**config.mk**
```make
export PLATFORM = sky130hd
export DESIGN_NAME = divide_24x12
export DESIGN_NICKNAME = d
export VERILOG_FILES = /design/src/rtl/divide_24x12.sv
export SDC_FILE = /design/constraint.sdc
export NUM_CORES = 1
export LEC_CHECK = 0
export ABC_AREA = 1
export CORE_ASPECT_RATIO = 1.2
export CORE_MARGIN = 2
export CORE_UTILIZATION = 47
export DETAILED_ROUTE_END_ITERATION = 6
export HOLD_SLACK_MARGIN = 0.05
export PLACE_DENSITY = 0.77
export SLEW_MARGIN = 30
export SYNTH_ARGS = -nofsm -noshare
export SYNTH_HDL_FRONTEND = slang
export SYNTH_SLANG_ARGS = --single-unit
```
**constraint.sdc**
```tcl
create_clock -name clock -period 1.8 [get_ports clock]
set_input_delay 0.36 -clock clock [delete_from_list [all_inputs] [get_ports clock]]
set_output_delay 0.36 -clock clock [all_outputs]
set_load 0.02 [all_outputs]
```
**src/rtl/divide_24x12.sv**
```systemverilog
// Sequential restoring divider for DVI: {AC,MQ} / divisor, one quotient bit per clock.
// Optional macro DIV_OVF_ABORT_EN: on overflow, skip CALC and go straight to DONE.
module divide_24x12 #(
    parameter int unsigned WIDTH = 12,
    parameter int unsigned CNT_W = 4
) (
    input  logic               clock,
    input  logic               reset,
    input  logic [2*WIDTH-1:0] dividend,
    input  logic [WIDTH-1:0]   divisor,
    input  logic               start,
    output logic [WIDTH-1:0]   quotient,
    output logic [WIDTH-1:0]   remainder,
    output logic               overflow,
    output logic               finished
);

    localparam int unsigned W = WIDTH;

    typedef enum logic [1:0] {
        IDLE = 2'd0,
        CALC = 2'd1,
        DONE = 2'd2,
        HOLD = 2'd3
    } state_e;

    state_e             state_q, state_d;
    logic [CNT_W-1:0]   cnt_q, cnt_d;
    // Partial remainder: the restoring step keeps it below D, so the top bit of s is never stored.
    logic [W-1:0]       r_q, r_d;
    logic [W-1:0]       q_q, q_d;
    logic [W-1:0]       d_q, d_d;
    logic               ovf_q, ovf_d;
    logic               finished_q;

    logic [W:0]         s_c;
    logic               ge_c;
    logic               ovf_load_c;

    assign s_c        = {r_q, q_q[W-1]};
    assign ge_c       = (s_c >= {1'b0, d_q});
    assign ovf_load_c = (dividend[2*W-1:W] >= divisor);

    always_ff @(posedge clock) begin
        if (reset) begin
            state_q    <= IDLE;
            cnt_q      <= '0;
            r_q        <= '0;
            q_q        <= '0;
            d_q        <= '0;
            ovf_q      <= 1'b0;
            finished_q <= 1'b0;
        end else begin
            state_q    <= state_d;
            cnt_q      <= cnt_d;
            r_q        <= r_d;
            q_q        <= q_d;
            d_q        <= d_d;
            ovf_q      <= ovf_d;
            finished_q <= (state_d == DONE);
        end
    end

    always_comb begin
        state_d = state_q;
        cnt_d   = cnt_q;
        r_d     = r_q;
        q_d     = q_q;
        d_d     = d_q;
        ovf_d   = ovf_q;
        case (state_q)
            IDLE: begin
                if (start) begin
                    r_d   = dividend[2*W-1:W];
                    q_d   = dividend[W-1:0];
                    d_d   = divisor;
                    ovf_d = ovf_load_c;
                    cnt_d = '0;
`ifdef DIV_OVF_ABORT_EN
                    state_d = ovf_load_c ? DONE : CALC;
`else
                    state_d = CALC;
`endif
                end
            end
            CALC: begin
                cnt_d = cnt_q + CNT_W'(1);
                // On overflow the iterations still run but the loaded operands are kept.
                if (!ovf_q) begin
                    if (ge_c) begin
                        r_d = W'(s_c - {1'b0, d_q});
                        q_d = {q_q[W-2:0], 1'b1};
                    end else begin
                        r_d = W'(s_c);
                        q_d = {q_q[W-2:0], 1'b0};
                    end
                end
                if (cnt_q == CNT_W'(W - 1)) begin
                    state_d = DONE;
                end
            end
            DONE: begin
                state_d = start ? HOLD : IDLE;
            end
            HOLD: begin
                if (!start) begin
                    state_d = IDLE;
                end
            end
            default: begin
                state_d = IDLE;
            end
        endcase
    end

    assign quotient  = q_q;
    assign remainder = r_q;
    assign overflow  = ovf_q;
    assign finished  = finished_q;

endmodule

```
# Yosys cells after proc, flatten, opt, wreduce, memory -nomap -nowiden
# Index checks and enable logic that the tools add are counted.
dict set report totals {
  reg_bits 44
  inputBits 39
  output_inout_bits 26
  word_cells 38
}
dict set report classes {
  n_addsub 2
  magnitude_cmp 2
  eq_ne 7
  muxes 15
  reduce_logical 5
}
# operator count
set ops {}
lappend ops {{$mux 12} 5}
lappend ops {{$pmux 12 s2} 2}
lappend ops {{$ge 13x12->1} 1}
lappend ops {{$ge 12x12->1} 1}
lappend ops {{$sub 12x12->12} 1}
lappend ops {{$mux 2} 4}
lappend ops {{$pmux 2 s4} 1}
lappend ops {{$pmux 4 s2} 1}
lappend ops {{$eq 2x2->1 const B} 3}
lappend ops {{$add 4x1->4 const B} 1}
lappend ops {{$eq 4x4->1 const B} 1}
lappend ops {{$mux 4} 1}
lappend ops {{$ne 2x2->1 const B} 2}
lappend ops {{$reduce_and 2->1} 2}
lappend ops {{$reduce_and 3->1} 1}
lappend ops {{$eq 2x1->1 const B} 1}
lappend ops {{$logic_not 2->1} 1}
lappend ops {{$reduce_bool 2->1} 1}
lappend ops {{$mux 1} 1}

# Logic depth before layout (Yosys ltp)
dict set report logic_depth {
  ltp_word 4
  depth_mapped 14
}

# Least setup slack after synthesis
# OpenSTA, ideal clock, no wires.
dict set report synth_path {
  kind {flip-flop to flip-flop}
  from {register q_q[11], in the netlist quotient[11]}
  to {register r_q[8], in the netlist remainder[8]}
  setup_time_ns 0.117
  t_arrival_ns 1.723
  t_required_ns 1.683
  setup_slack_ns -0.040
  stages_incl_launch_ff 15
  n_path_buf 0
  synth_period_minus_slack_ns 1.840
  path_cell_list {dfxtp_1 inv_1 ha_1 inv_1 fa_1 inv_1 nor2_1 o21ai_0 nand2_1 nand2_1 nand2_1 nand3_1 nand2_1 nor2_1 nor2_1}
}
dict set report synth_between {
  elab_chain_len 4
  word_cells_on_any_way 5
  classes_between {add/sub (1); order compare (1); mux (3)}
}
# item line_no
set synth_lines {}
lappend synth_lines {{start: declaration} 31} ;# logic [W-1:0] q_q, q_d;
lappend synth_lines {{start signal: assignment} 57} ;# q_q <= q_d;
lappend synth_lines {{$sub 12x12->12 / $ge 13x12->1 (equally long branches)} {91, 41}}
lappend synth_lines {{$mux 12 (*)} 90} ;# if (ge_c) begin
lappend synth_lines {{$mux 12 (*)} 89} ;# if (!ovf_q) begin
lappend synth_lines {{$pmux 12 s2 (*)} 71} ;# case (state_q)
lappend synth_lines {{end signal: assignment} 56} ;# r_q <= r_d;
lappend synth_lines {{end: declaration} 30} ;# logic [W-1:0] r_q, r_d;
# Every way passes the cells marked *; elsewhere a longest branch is shown, timed or not. The select of a mux whose other input is x is not followed.
# A chain may end at the register's enable or synchronous reset.

# Worst setup path after layout
dict set report layout_path {
  from {register d_q[10]}
  to {register r_q[0], in the netlist remainder[0]}
}
dict set report layout_between {
  elab_chain_len 4
}
# item line_no
set layout_lines {}
lappend layout_lines {{start: declaration} 32} ;# logic [W-1:0] d_q, d_d;
lappend layout_lines {{start signal: assignment} 50} ;# d_q <= '0;
lappend layout_lines {{start signal: assignment} 58} ;# d_q <= d_d;
lappend layout_lines {{$ge 13x12->1} 41} ;# assign ge_c = (s_c >= {1'b0, d_q});
lappend layout_lines {{$mux 12} 90}
lappend layout_lines {{$mux 12} 89}
lappend layout_lines {{$pmux 12 s2} 71}
# No other way between the ends. The select of a mux whose other input is x is not followed.

==> key figures <==
Run status
  – Status: complete, but fails checks
  – Failing checks: negative setup slack

STA
  – RSZ-0062 raised after global routing: yes
  – Setup TNS: -1.097 ns
  – Max Clock Skew: 0.007428 ns
  – Fin crit period: 1.957 ns
  – Hold Worst Slack: 0.4689 ns
  – Max Slew Vio Count: 0
  – Worst rel slew slack: 78.35%
  – Hold violation total from the final report: 0
  – Final Worst Setup Slack: -0.1568 ns
  – Fmax: 511.0 MHz
  – Setup violators final: 13
  – Actual slew at the worst max-slew pin: 0.3235 ns
  – Fin crit share: 108.7%

Power
  – Worst vdd ir: 0.7319 mV
  – Clock power share: 17.9%
  – Sw Pwr: 1.757 mW
  – Switching part of the total power: 40.16%
  – Combinational Power Share: 55.5%
  – Total chip power: 4.376 mW
  – Sequential share of power: 26.6%
  – Leak: 2.288 nW
  – P_int: 2.618 mW
  – PD cells: 901.6 nW/um2

Placed design
  – # placed instances: 668
  – Pre-CTS setup slack: -0.2159 ns
  – Placed inst area: 4288 um2
  – HPWL after DPL: 7.028 mm
  – Final Wtd Congestion: 0.9503
  – Port bufs: 64

Finish
  – Util after Layout: 75.29%
  – Final Non-Filler Cells: 686
  – Post-route cell area: 4853 um2
  – Fillcell total: 449
  – Antenna Cells: 0
  – Layout area overhead: 53.93%
  – Fraction of layout cells with a size suffix above 1: 30.28%
  – # nets final: 665

Flow run
  – Max Cap Viol: 0

Detailed routing
  – Remaining antenna violation count: 0
  – Top sig layer: met4
  – Vias: 3834
  – DR WL/cell: 16.15 um
  – Total Wirelength: 11.08 mm
  – WL met2: 5.540 mm
  – Iteration-0 DRC Markers: 302
  – Via-per-instance ratio: 5.589
  – TritonRoute pass-1 iters: 5
  – Met1 wire length: 4.129 mm
  – Drt drc: 0
  – DR WL met3: 838 um

CTS
  – H-tree depth: 2
  – Worst skew pair latency: 0.31 ns
  – CTS tree: yes
  – TritonCTS Buffers: 5
  – Maximum clock insertion buffer count: 2
  – Reg clk slew, reported paths: 0.09 ns
  – Clock root buffer: clkbuf_8
  – Clock sink count: 44

Logic synthesis
  – Ys Warns: 0
  – Synthesized flop and latch total: 44
  – Number of enable flip-flop cells after synthesis: 0
  – Register area share after synthesis: 27.94%
  – Area leader, netlist: dfxtp_1
  – Netlist Area Pre-Place: 3153 um2
  – Post-Syn Nets: 542
  – Synth cell count leaders: 111 x nand2_1, 71 x inv_1, 44 x a21oi_1, 44 x dfxtp_1, 38 x nor2_1
  – Post-Syn Instances: 477
  – Synth area leaders: dfxtp_1 28%, nand2_1 13%, ha_1 9.9%, inv_1 8.5%, a21oi_1 7.0%
  – Synth Area per Inst: 6.610 um2
  – Count of cell types in the netlist: 36
  – FFs w/ async S/R, synth: 0%
  – Synth Flop Type: dfxtp_1
  – Synth top area share: 27.94%
  – Cell with the most instances after synthesis: nand2_1

Worst setup path
  – Crit path cell chain: inv_2 > ha_4 > buf_4 > inv_1 > nor2_1 > nand2_1 > nor2_2 > nor2_4 > buf_6 > nand4_1 > nand3_2 > nand2_2 > inv_1
  – Startpoint class of the critical path: register
  – Buf/Inv on CP: 5
  – CP Capture Type: register
  – CP arrival: 2.17 ns
  – Worst path required time: 2.02 ns
  – Crit path max-delay cell type: dfxtp_1
  – Setup CP Type: register to register
  – Maximum fanout along the worst path: 4
  – WP depth: 13
  – R2R cell count: 13
  – Cell mode on critical path: inv_1
  – Max stage delay on crit path: 0.33 ns
  – Worst path top cell family by delay: simple AND/OR/NAND/NOR gates

GRT
  – Total GRT Usage: 26.26%
  – Initial antenna violation count: 0
  – Remaining Overflow, GRT: 0
  – First-pass GRT wire length: 15.39 mm
  – Largest net degree at the start of global routing: 38
  – Vias in the first global route: 3508

Floorplanning
  – Die width: 78.77 um
  – Area of the core: 6446 um2
  – Height of the die: 93.73 um
  – Initial Util: 48.91%
  – # IOs: 65
  – # rows: 32
  – Die ar.: 7383 um2

Min path
  – Hold Crit Class: register to register
  – Min-Delay Path Depth: 2
state kept, by name (all words and copies together) (netlist names):
register and cells:
cnt_q 4, d_q 12, finished 1, overflow 1, quotient 12, remainder 12
state_q 2
cell type report:
| class | count | area (um2) | share of cell area [%] |
|---|---|---|---|
| timing repair buffer | 134 | 1279 | 26.35 |
| inverter | 76 | 287.8 | 5.929 |
| clock inverter | 3 | 42.54 | 0.8765 |
| multi-input combinational | 339 | 2168 | 44.68 |
| sequential | 44 | 900.9 | 18.56 |
| clock buffer | 5 | 68.82 | 1.418 |
| tap | 85 | 106.4 | 2.191 |
metal layers:
| layer | GRT usage, % | vias to the layer above |
|---|---|---|
| li1 | - | 1796 |
| met2 | 48.01 | 212 |
| met4 | 13.45 | 0 |
| met3 | 4.135 | 65 |
| met1 | 29.06 | 1761 |
| met5 | 0 | - |
worst reg2reg max path, cell delays in order, from the launching register on:
cell     delay, ns
dfxtp_1       0.33
inv_2         0.05
ha_4          0.27
buf_4         0.12
inv_1         0.06
nor2_1        0.19
nand2_1       0.11
nor2_2        0.16
nor2_4        0.09
buf_6         0.14
nand4_1       0.11
nand3_2       0.12
nand2_2       0.08
inv_1         0.04
timing repair:
action                                  4_1_cts  5_1_grt
endpoints found under the setup margin       13       15
pin swaps                                     3       38
resized for setup                            23       77
hold buffers                                  0        0
gates cloned                                  0        1
buffers inserted                              2        7
cell usage in the layout, fill, tap and decap left out, types with 2 or more instances in the layout:
cell	netlist	routed
nand4_1	13	13
nand3b_1	2	2
nand3_4	0	2
ha_1	25	13
dfxtp_1	44	30
or2_2	2	2
nand2_2	3	18
dfxtp_2	0	13
inv_2	5	18
ha_4	0	12
nand2_4	3	4
a21oi_1	44	44
o21ai_0	32	31
nor2_4	1	5
inv_1	71	57
nor2_1	38	29
buf_12	0	5
nor2_2	4	9
xor2_1	4	3
o21ai_1	2	2
clkbuf_8	3	5
nand2_1	111	95
dlymetal6s2s_1	1	5
buf_4	2	58
dlygate4sd2_1	0	2
nand3_2	8	14
nand3_1	27	19
buf_6	1	6
a31oi_1	11	11
clkdlybuf4s50_1	0	57
final timing paths:
kind / startpoint / to / slack, ns
hold / removal: cnt_q[3] / cnt_q[3] / 0.47
setup / recovery: d_q[10] / remainder[0] / -0.16
hold reg to reg: cnt_q[3] / cnt_q[3] / 0.47
setup reg to reg: d_q[10] / remainder[0] / -0.16
power by group through the flow:
stage,logic [mW],registers (mW),clock network (mW)
5_1_grt,2.59,1.17,0.802
4_1_cts,2.02,1.14,0.777
3_5_place_dp,1.90,1.15,0
2_1_floorplan,1.01,1.24,0
6_report,2.43,1.16,0.782
3_3_place_gp,1.87,1.15,0
cells by family after synthesis:
| family | synth area share [%] |
|---|---|
| buffers and inverters | 13.02 |
| DFF | 27.94 |
| AOI/OAI and AO/OA | 15.60 |
| and+or+nand+nor | 31.51 |
| xor gates and xnor gates | 1.389 |
| adders and majority gates | 10.56 |
(Power assumes the default switching activity.)
